<file path="src/rtl/mips_pkg.sv">
// Shared types for the memory arbiter: FSM state encoding and the grant encoding
// used by the round-robin tie-breaker.
package mips_pkg;

  typedef enum logic [1:0] {
    IDLE   = 2'b00,
    BUSY_I = 2'b01,
    BUSY_D = 2'b10,
    DONE   = 2'b11
  } arb_state_t;

  typedef enum logic {
    GRANT_I = 1'b0,
    GRANT_D = 1'b1
  } grant_t;

  // On a tie, serve whichever requester did not win last time.
  function automatic grant_t rr_pick(input grant_t last);
    grant_t pick;
    if (last == GRANT_D) begin
      pick = GRANT_I;
    end else begin
      pick = GRANT_D;
    end
    return pick;
  endfunction

endpackage

</file>
<file path="src/rtl/wait_counter.sv">
// Counts BUSY cycles spent waiting for a memory acknowledge; o_tc flags the
// last permitted wait cycle (count == TIMEOUT-1).
module wait_counter #(
  parameter int TIMEOUT = 16,
  parameter int CW      = (TIMEOUT > 1) ? $clog2(TIMEOUT) : 1
) (
  input  logic clk,
  input  logic rst_n,
  input  logic i_clr,
  input  logic i_en,
  output logic o_tc
);

  logic [CW-1:0] r_count;

  // Clear on grant, advance while waiting, park at the terminal value.
  always_ff @(posedge clk or negedge rst_n) begin
    if (!rst_n) begin
      r_count <= {CW{1'b0}};
    end else if (i_clr) begin
      r_count <= {CW{1'b0}};
    end else if (i_en && !o_tc) begin
      r_count <= r_count + CW'(1);
    end else begin
      r_count <= r_count;
    end
  end

  assign o_tc = (r_count == CW'(TIMEOUT - 1));

endmodule

</file>
<file path="src/rtl/mem_arbiter.sv">
// Two-port (fetch / data) arbiter in front of a single memory port with
// round-robin tie-breaking, wait-state support and an ack timeout.
module mem_arbiter
  import mips_pkg::*;
#(
  parameter int ADDR_W  = 32,
  parameter int DATA_W  = 32,
  parameter int TIMEOUT = 16
) (
  input  logic              clk,
  input  logic              rst,
  input  logic              i_req,
  input  logic [ADDR_W-1:0] i_addr,
  output logic [DATA_W-1:0] i_rdata,
  output logic              i_ready,
  input  logic              d_req,
  input  logic              d_we,
  input  logic [ADDR_W-1:0] d_addr,
  input  logic [DATA_W-1:0] d_wdata,
  output logic [DATA_W-1:0] d_rdata,
  output logic              d_ready,
  output logic              err,
  output logic              mem_req,
  output logic              mem_we,
  output logic [ADDR_W-1:0] mem_addr,
  output logic [DATA_W-1:0] mem_wdata,
  input  logic [DATA_W-1:0] mem_rdata,
  input  logic              mem_ack
);

  arb_state_t        r_state;
  arb_state_t        w_state_nxt;
  grant_t            r_grant;
  grant_t            r_last_grant;
  grant_t            w_grant_sel;
  logic              w_grant_go;
  logic              w_finish;
  logic              w_timeout;
  logic              w_cnt_clr;
  logic              w_cnt_en;
  logic              w_tc;

  logic              r_mem_req;
  logic              r_mem_we;
  logic [ADDR_W-1:0] r_mem_addr;
  logic [DATA_W-1:0] r_mem_wdata;
  logic [DATA_W-1:0] r_i_rdata;
  logic [DATA_W-1:0] r_d_rdata;
  logic              r_i_ready;
  logic              r_d_ready;
  logic              r_err;

  wait_counter #(
    .TIMEOUT (TIMEOUT)
  ) u_wait_counter (
    .clk   (clk),
    .rst_n (rst),
    .i_clr (w_cnt_clr),
    .i_en  (w_cnt_en),
    .o_tc  (w_tc)
  );

  // State register.
  always_ff @(posedge clk or negedge rst) begin
    if (!rst) begin
      r_state <= IDLE;
    end else begin
      r_state <= w_state_nxt;
    end
  end

  // Next-state and grant/finish decisions; ack wins over a same-cycle timeout.
  always_comb begin
    w_state_nxt = r_state;
    w_grant_go  = 1'b0;
    w_grant_sel = GRANT_I;
    w_finish    = 1'b0;
    w_timeout   = 1'b0;
    w_cnt_clr   = 1'b0;
    w_cnt_en    = 1'b0;
    case (r_state)
      IDLE: begin
        if (i_req && d_req) begin
          w_grant_go  = 1'b1;
          w_grant_sel = rr_pick(r_last_grant);
        end else if (i_req) begin
          w_grant_go  = 1'b1;
          w_grant_sel = GRANT_I;
        end else if (d_req) begin
          w_grant_go  = 1'b1;
          w_grant_sel = GRANT_D;
        end else begin
          w_grant_go  = 1'b0;
        end
        if (w_grant_go) begin
          w_cnt_clr   = 1'b1;
          w_state_nxt = (w_grant_sel == GRANT_I) ? BUSY_I : BUSY_D;
        end else begin
          w_state_nxt = IDLE;
        end
      end
      BUSY_I, BUSY_D: begin
        if (mem_ack) begin
          w_finish    = 1'b1;
          w_state_nxt = DONE;
        end else if (w_tc) begin
          w_finish    = 1'b1;
          w_timeout   = 1'b1;
          w_state_nxt = DONE;
        end else begin
          w_cnt_en    = 1'b1;
        end
      end
      DONE: begin
        w_state_nxt = IDLE;
      end
      default: begin
        w_state_nxt = IDLE;
      end
    endcase
  end

  // Memory-side registers, read-data capture, completion pulses and err.
  always_ff @(posedge clk or negedge rst) begin
    if (!rst) begin
      r_grant      <= GRANT_I;
      r_last_grant <= GRANT_D;
      r_mem_req    <= 1'b0;
      r_mem_we     <= 1'b0;
      r_mem_addr   <= {ADDR_W{1'b0}};
      r_mem_wdata  <= {DATA_W{1'b0}};
      r_i_rdata    <= {DATA_W{1'b0}};
      r_d_rdata    <= {DATA_W{1'b0}};
      r_i_ready    <= 1'b0;
      r_d_ready    <= 1'b0;
      r_err        <= 1'b0;
    end else begin
      r_i_ready <= 1'b0;
      r_d_ready <= 1'b0;
      if (w_grant_go) begin
        r_grant   <= w_grant_sel;
        r_mem_req <= 1'b1;
        if (w_grant_sel == GRANT_D) begin
          r_mem_we    <= d_we;
          r_mem_addr  <= d_addr;
          r_mem_wdata <= d_wdata;
        end else begin
          r_mem_we    <= 1'b0;
          r_mem_addr  <= i_addr;
          r_mem_wdata <= {DATA_W{1'b0}};
        end
      end else if (w_finish) begin
        r_mem_req <= 1'b0;
        r_err     <= w_timeout;
        if (r_grant == GRANT_I) begin
          r_i_ready <= 1'b1;
          r_i_rdata <= w_timeout ? {DATA_W{1'b0}} : mem_rdata;
        end else begin
          r_d_ready <= 1'b1;
          if (w_timeout) begin
            r_d_rdata <= {DATA_W{1'b0}};
          end else if (!r_mem_we) begin
            r_d_rdata <= mem_rdata;
          end else begin
            r_d_rdata <= r_d_rdata;
          end
        end
      end else if (r_state == DONE) begin
        r_last_grant <= r_grant;
        r_err        <= 1'b0;
      end else begin
        r_mem_req <= r_mem_req;
      end
    end
  end

  assign mem_req   = r_mem_req;
  assign mem_we    = r_mem_we;
  assign mem_addr  = r_mem_addr;
  assign mem_wdata = r_mem_wdata;
  assign i_rdata   = r_i_rdata;
  assign d_rdata   = r_d_rdata;
  assign i_ready   = r_i_ready;
  assign d_ready   = r_d_ready;
  assign err       = r_err;

endmodule

</file>
<file path="config.mk">
export PLATFORM = sky130hd
export DESIGN_NAME = mem_arbiter
export DESIGN_NICKNAME = d
export VERILOG_FILES = /design/src/rtl/mips_pkg.sv /design/src/rtl/wait_counter.sv /design/src/rtl/mem_arbiter.sv
export SDC_FILE = /design/constraint.sdc
export NUM_CORES = 1
export LEC_CHECK = 0
export BUFFER_PORTS_ARGS = -buffer_cell sky130_fd_sc_hd__buf_2
export CAP_MARGIN = 20
export CORE_MARGIN = 1.5
export CORE_UTILIZATION = 45
export DETAILED_ROUTE_END_ITERATION = 10
export PLACE_DENSITY = 0.77
export SETUP_SLACK_MARGIN = 0.2
export SLEW_MARGIN = 5
export SYNTH_ARGS = -nofsm -noshare
export SYNTH_HDL_FRONTEND = slang
export SYNTH_HIERARCHICAL = 1
export SYNTH_SLANG_ARGS = --single-unit
export TNS_END_PERCENT = 5
</file>
<file path="constraint.sdc">
create_clock -name clk -period 3 [get_ports clk]
set_input_delay 0 -clock clk [delete_from_list [all_inputs] [get_ports clk]]
set_output_delay 0 -clock clk [all_outputs]
set_load 0.03 [all_outputs]
</file>
Word-level counts from Yosys, hierarchy flattened
Cells that the tools add are included.
Cells by class
  bitwise operators: 3
  add/subtract/negate cells: 1
  reductions and logical operators: 12
  equal/unequal tests: 6
  muxes and demuxes: 43
Operator list (number)
  $mux 32: 5
  $mux 1: 31
  $mux 2: 4
  $mux 4: 2
  $pmux 2 s3: 1
  $reduce_and 3->1: 2
  $reduce_bool 2->1: 3
  $add 4x1->4 const B: 1
  $eq 2x2->1 const B: 2
  $eq 4x4->1 const B: 1
  $reduce_and 4->1: 1
  $ne 3x2->1 const B: 1
  $not 1->1: 3
  $eq 2x1->1 const B: 1
  $logic_and 1x1->1: 2
  $logic_not 2->1: 1
  $ne 2x2->1 const B: 1
  $reduce_and 2->1: 1
  $reduce_or 2->1: 1
  $logic_not 1->1: 1
Storage, ports and cells
  input bits: 134
  register bits: 141
  word-level logic and storage cells: 78
  output and inout bits: 133

Depth between registers and ports, before layout
  depth in word-level cells: 7
  mapped depth: 8
  mapped depth without buffers: 7

By module
Netlist, hierarchy kept.
Modules (own cells, without submodules)
  mem_arbiter: cells an instance 489, seq. area each 3429.5 um^2, area an instance 5830.6 um^2, times used 1
  wait_counter: cells an instance 20, seq. area each 100.1 um^2, area an instance 229.0 um^2, times used 1

Least setup slack after synthesis
No wires, ideal clock.
  path kind: register to register
  start: register u_wait_counter.r_count[0]
  end: register u_wait_counter.r_count[0]
  buffers on the path: 0
  arrival: 1.721 ns
  setup time: 0.125 ns
  slack: 1.154 ns
  period minus slack after synthesis: 1.846 ns
  required time: 2.875 ns
  cell stages (with the launch flop): 7
  path through: dfrtp_1 ha_1 and3_4 or3b_1 inv_2 nor2b_4 mux2_4
On the way
  word-level cells in the longest chain between the ends: 6
  elaborated cells on any way between the ends: 10
  those cells by class: add/sub: 1; eq/ne: 1; mux: 5; reduce/logical: 3
RTL lines
  start, declared: line wait_counter.sv:14  | logic [CW-1:0] r_count;
  start signal, assigned: line wait_counter.sv:19  | r_count <= {CW{1'b0}};
  start signal, assigned: line wait_counter.sv:21  | r_count <= {CW{1'b0}};
  start signal, assigned: line wait_counter.sv:23  | r_count <= r_count + CW'(1);
  $eq 4x4->1: line wait_counter.sv:29  | assign o_tc = (r_count == CW'(TIMEOUT - 1));
  net w_tc: line mem_arbiter.sv:41  | logic w_tc;
  $mux 1: line mem_arbiter.sv:106  | end else if (w_tc) begin
  $mux 1: line mem_arbiter.sv:103  | if (mem_ack) begin
  $mux 1: line mem_arbiter.sv:81  | case (r_state)
  net w_cnt_en: line mem_arbiter.sv:40  | logic w_cnt_en;
  $logic_and 1x1->1: line wait_counter.sv:22  | end else if (i_en && !o_tc) begin
  $reduce_bool 2->1 (no line)
The timed path passes the listed nets, and every way through them passes these cells. The select of a mux whose other input is x is not followed.
A chain may end at the register's enable or synchronous reset.

Final worst setup path
  start: register r_state[0]
  end: register r_mem_addr[22], in the netlist mem_addr[22]
On the way
  word-level cells in the longest chain between the ends: 3
  elaborated cells on any way between the ends: 4
  those cells by class: mux: 3; reduce/logical: 1
RTL lines
  start, declared: line mem_arbiter.sv:31  | arb_state_t r_state;
  start signal, assigned: line mem_arbiter.sv:68  | r_state <= w_state_nxt;
  $logic_not 2->1 *: line mem_arbiter.sv:81
  $mux 1: line mem_arbiter.sv:81
  $mux 32: line mem_arbiter.sv:143  | if (w_grant_sel == GRANT_D) begin
  end signal, assigned: line mem_arbiter.sv:130  | r_mem_addr <= {ADDR_W{1'b0}};
  end signal, assigned: line mem_arbiter.sv:145  | r_mem_addr <= d_addr;
  end signal, assigned: line mem_arbiter.sv:149  | r_mem_addr <= i_addr;
  end, declared: line mem_arbiter.sv:45  | logic [ADDR_W-1:0] r_mem_addr;
Mark *: on every way between the ends. The rest lies on a longest branch, timed or not.

==> impl_metrics.json <==
{
  "synthArstFlopShare": 1.00,
  "coreArea_sq_um": 13200,
  "synthSimpleGateAreaFrac": 0.0630,
  "cap_violations": 0,
  "worstReg2RegEnd": "mem_addr[22]",
  "cts_buffers": 17,
  "r2r_slack_ps": 450,
  "syn_area_sq_um": 6060,
  "clkTransAtPathRegs_ps": 60,
  "slew_headroom": 0.274,
  "syn_inst": 509,
  "clock_skew_ps": 8.01,
  "post-synth-top-count-cell": "dfrtp_1",
  "hold_class": "in -> reg",
  "cts-root-buf": "clkbuf_16",
  "fin_ws_ps": 449,
  "layout-drive-gt1-share": 0.352,
  "rows": 42,
  "cpPeakStageDelay_ps": 550,
  "cts_tree": "done",
  "drc": 0,
  "grt_max_degree": 81,
  "rr_worst_depth": 7,
  "cts_setup_buffers": 0,
  "worstPathCellList": "inv_1 > ha_1 > nand2_1 > buf_4 > o21bai_1 > a22o_1 > dlygate4sd3_1",
  "dp.cells": 924,
  "antenna_left": 0,
  "syn_nets": 647,
  "rsz0062_at_grt": "false",
  "ys.flop_type": "dfrtp_1",
  "start_util": 0.459,
  "gp_congestion": 0.825,
  "synth_area_leaders": "dfrtp_1 (58%), a22o_1 (13%), mux2i_1 (5.5%)",
  "vdd_drop_max_uv": 551,
  "ys_seq_area_frac": 0.582,
  "first_pass_iters": 4,
  "grt_pass1_vias": 6073,
  "yosys.area.top_type": "dfrtp_1",
  "io_buffers": 266,
  "fill_cells": 878,
  "routed_wl_um": 19100,
  "cts_buffer_depth": 2,
  "power_mw": 11.0,
  "finalHoldViolCount": 0,
  "fin_util": 0.717,
  "synth_cell_types": 41,
  "cp_max_fo": 21,
  "reg2reg_from": "r_state[0]",
  "overflow": 0,
  "start_kind": "flip-flop",
  "synth_top_family_by_area": "compound AO/OA/AOI/OAI gates",
  "via_per_inst": 5.38,
  "holdPathEnd": "r_state[0]",
  "holdPathStages": 4,
  "die_w_um": 119,
  "yosys-mux-area-fraction": 0.0588,
  "syn_avg_cell_area_sq_um": 11.9,
  "dieArea_sq_um": 14200,
  "whs_ps": 67.0,
  "antenna_cells": 0,
  "dp_hpwl_um": 11700,
  "worst_path_dominant_cell_family": "buffers and inverters",
  "nNetsFinal": 1036,
  "yosys_warnings": 6,
  "die_h_um": 119,
  "clkLatencyLatePin_ps": 410,
  "gr-usage-all-layers": 0.275,
  "synthAdderAreaFrac": 0.00826,
  "cp.required_ps": 3300,
  "synth_commonest_cells": "dfrtp_1 (140), a22o_1 (88), nand2_1 (54)",
  "synth_compound_area_frac": 0.235,
  "post-route-cell-area_sq_um": 9460,
  "worst_slew_pin_slew_ps": 1090,
  "crit_type": "reg -> reg",
  "design.portCount": 267,
  "synth_edf_count": 0,
  "power_density_nw_per_um2": 1160,
  "ys_ff_latch": 141,
  "antenna_found_initial": 0,
  "p_leak_nw": 4.86,
  "crit_slowest_cell": "dlygate4sd3_1",
  "cts_resized": 0,
  "cts.sinks": 141,
  "setup-tns-final_ps": 0,
  "fin_crit_sh": 0.850,
  "grt_pass1_wl_um": 30700,
  "slew_viol_final": 0,
  "end_kind": "flip-flop",
  "area_delta_synth_final_pct": 56.1,
  "post_layout_nonfiller_instances": 1087,
  "synth_xor_area_frac": 0,
  "placed_cell_area_sq_um": 7570,
  "dp_slack_ps": 497,
  "status": "completed",
  "vias": 5850,
  "wire_per_inst_um": 17.6,
  "synth_top_area_frac": 0.578,
  "cp.arrival_ps": 2850,
  "first_iter_violations": 307,
  "hold_path.startpoint": "i_req",
  "fmax_mhz": 392,
  "path_buf_inv": 3,
  "period_needed_ps": 2550,
  "cts_max_level": 4,
  "setup_violations": 0,
  "ctsHoldBuffers": 131
}
## placed cells by master (no fill, tap or decap), types with 3 or more instances in the layout
cell type,synthesis,layout
clkbuf_1,29,3
o21bai_1,32,32
ha_1,4,4
clkbuf_16,0,17
inv_1,35,35
dlygate4sd3_1,0,131
a21oi_1,11,11
buf_2,4,265
a22o_1,88,88
inv_6,0,3
nor2_1,6,5
o21ai_1,3,3
dfrtp_1,140,140
mux2i_1,33,33
nand2b_1,3,3
o2bb2ai_1,33,33
buf_4,0,12
nand2_1,54,54
clkinvlp_4,0,5
## routing by layer
metal,global-route usage,part of all wire,up-vias
met5,0,0,-
met4,0.130,0.031,0
met3,0.0637,0.073,54
met2,0.479,0.51,294
met1,0.322,0.39,2879
li1,-,-,2623
## layout make-up
cell class | count | area (sq um) | share of cell area
Inverter | 37 | 139 | 0.0147
Clock inverter | 12 | 138 | 0.0146
Clock buffer | 20 | 437 | 0.0462
Sequential cell | 141 | 3530 | 0.373
Tap cell | 176 | 220 | 0.0233
Multi-Input combinational cell | 291 | 2230 | 0.236
Timing Repair Buffer | 410 | 2760 | 0.292
## power breakdown
group	internal (mW)	total (mW)	switching (mW)
clock	1.23	2.06	0.829
combinational	2.14	5.57	3.43
sequential	2.82	3.38	0.561
## state kept, by name, indices dropped and copies added (netlist names), 2 cells and up
name,count
d_rdata,32
i_rdata,32
mem_addr,32
mem_wdata,32
r_state,2
u_wait_counter/r_count,4
## how the worst max path moves through the flow
stage                         startpoint                         to  depth (start not counted)
2_1_floorplan  u_wait_counter/r_count[0]  u_wait_counter/r_count[0]                          6
6_report                      r_state[0]               mem_addr[22]                          7
3_3_place_gp   u_wait_counter/r_count[0]                d_rdata[17]                          5
3_5_place_dp   u_wait_counter/r_count[0]                d_rdata[25]                          5
4_1_cts                       r_state[0]               mem_addr[13]                          7
5_1_grt                       r_state[1]               mem_addr[22]                          7
## tightest hold or removal path, stage by stage
cell and delay [ps]:
buf_2 130, nand2_1 100, o211a_1 170, a21oi_1 40
## kinds of logic (layout without fill, tap and decap cells)
group                      Yosys count  after routing
adders and majority gates            4              4
buffers and inverters               77            479
muxes                               35             35
DFF                                141            141
and+or+nand+nor                     78             78
AOI/OAI and AO/OA                  174            174
Power figures use the tool's default switching activity.
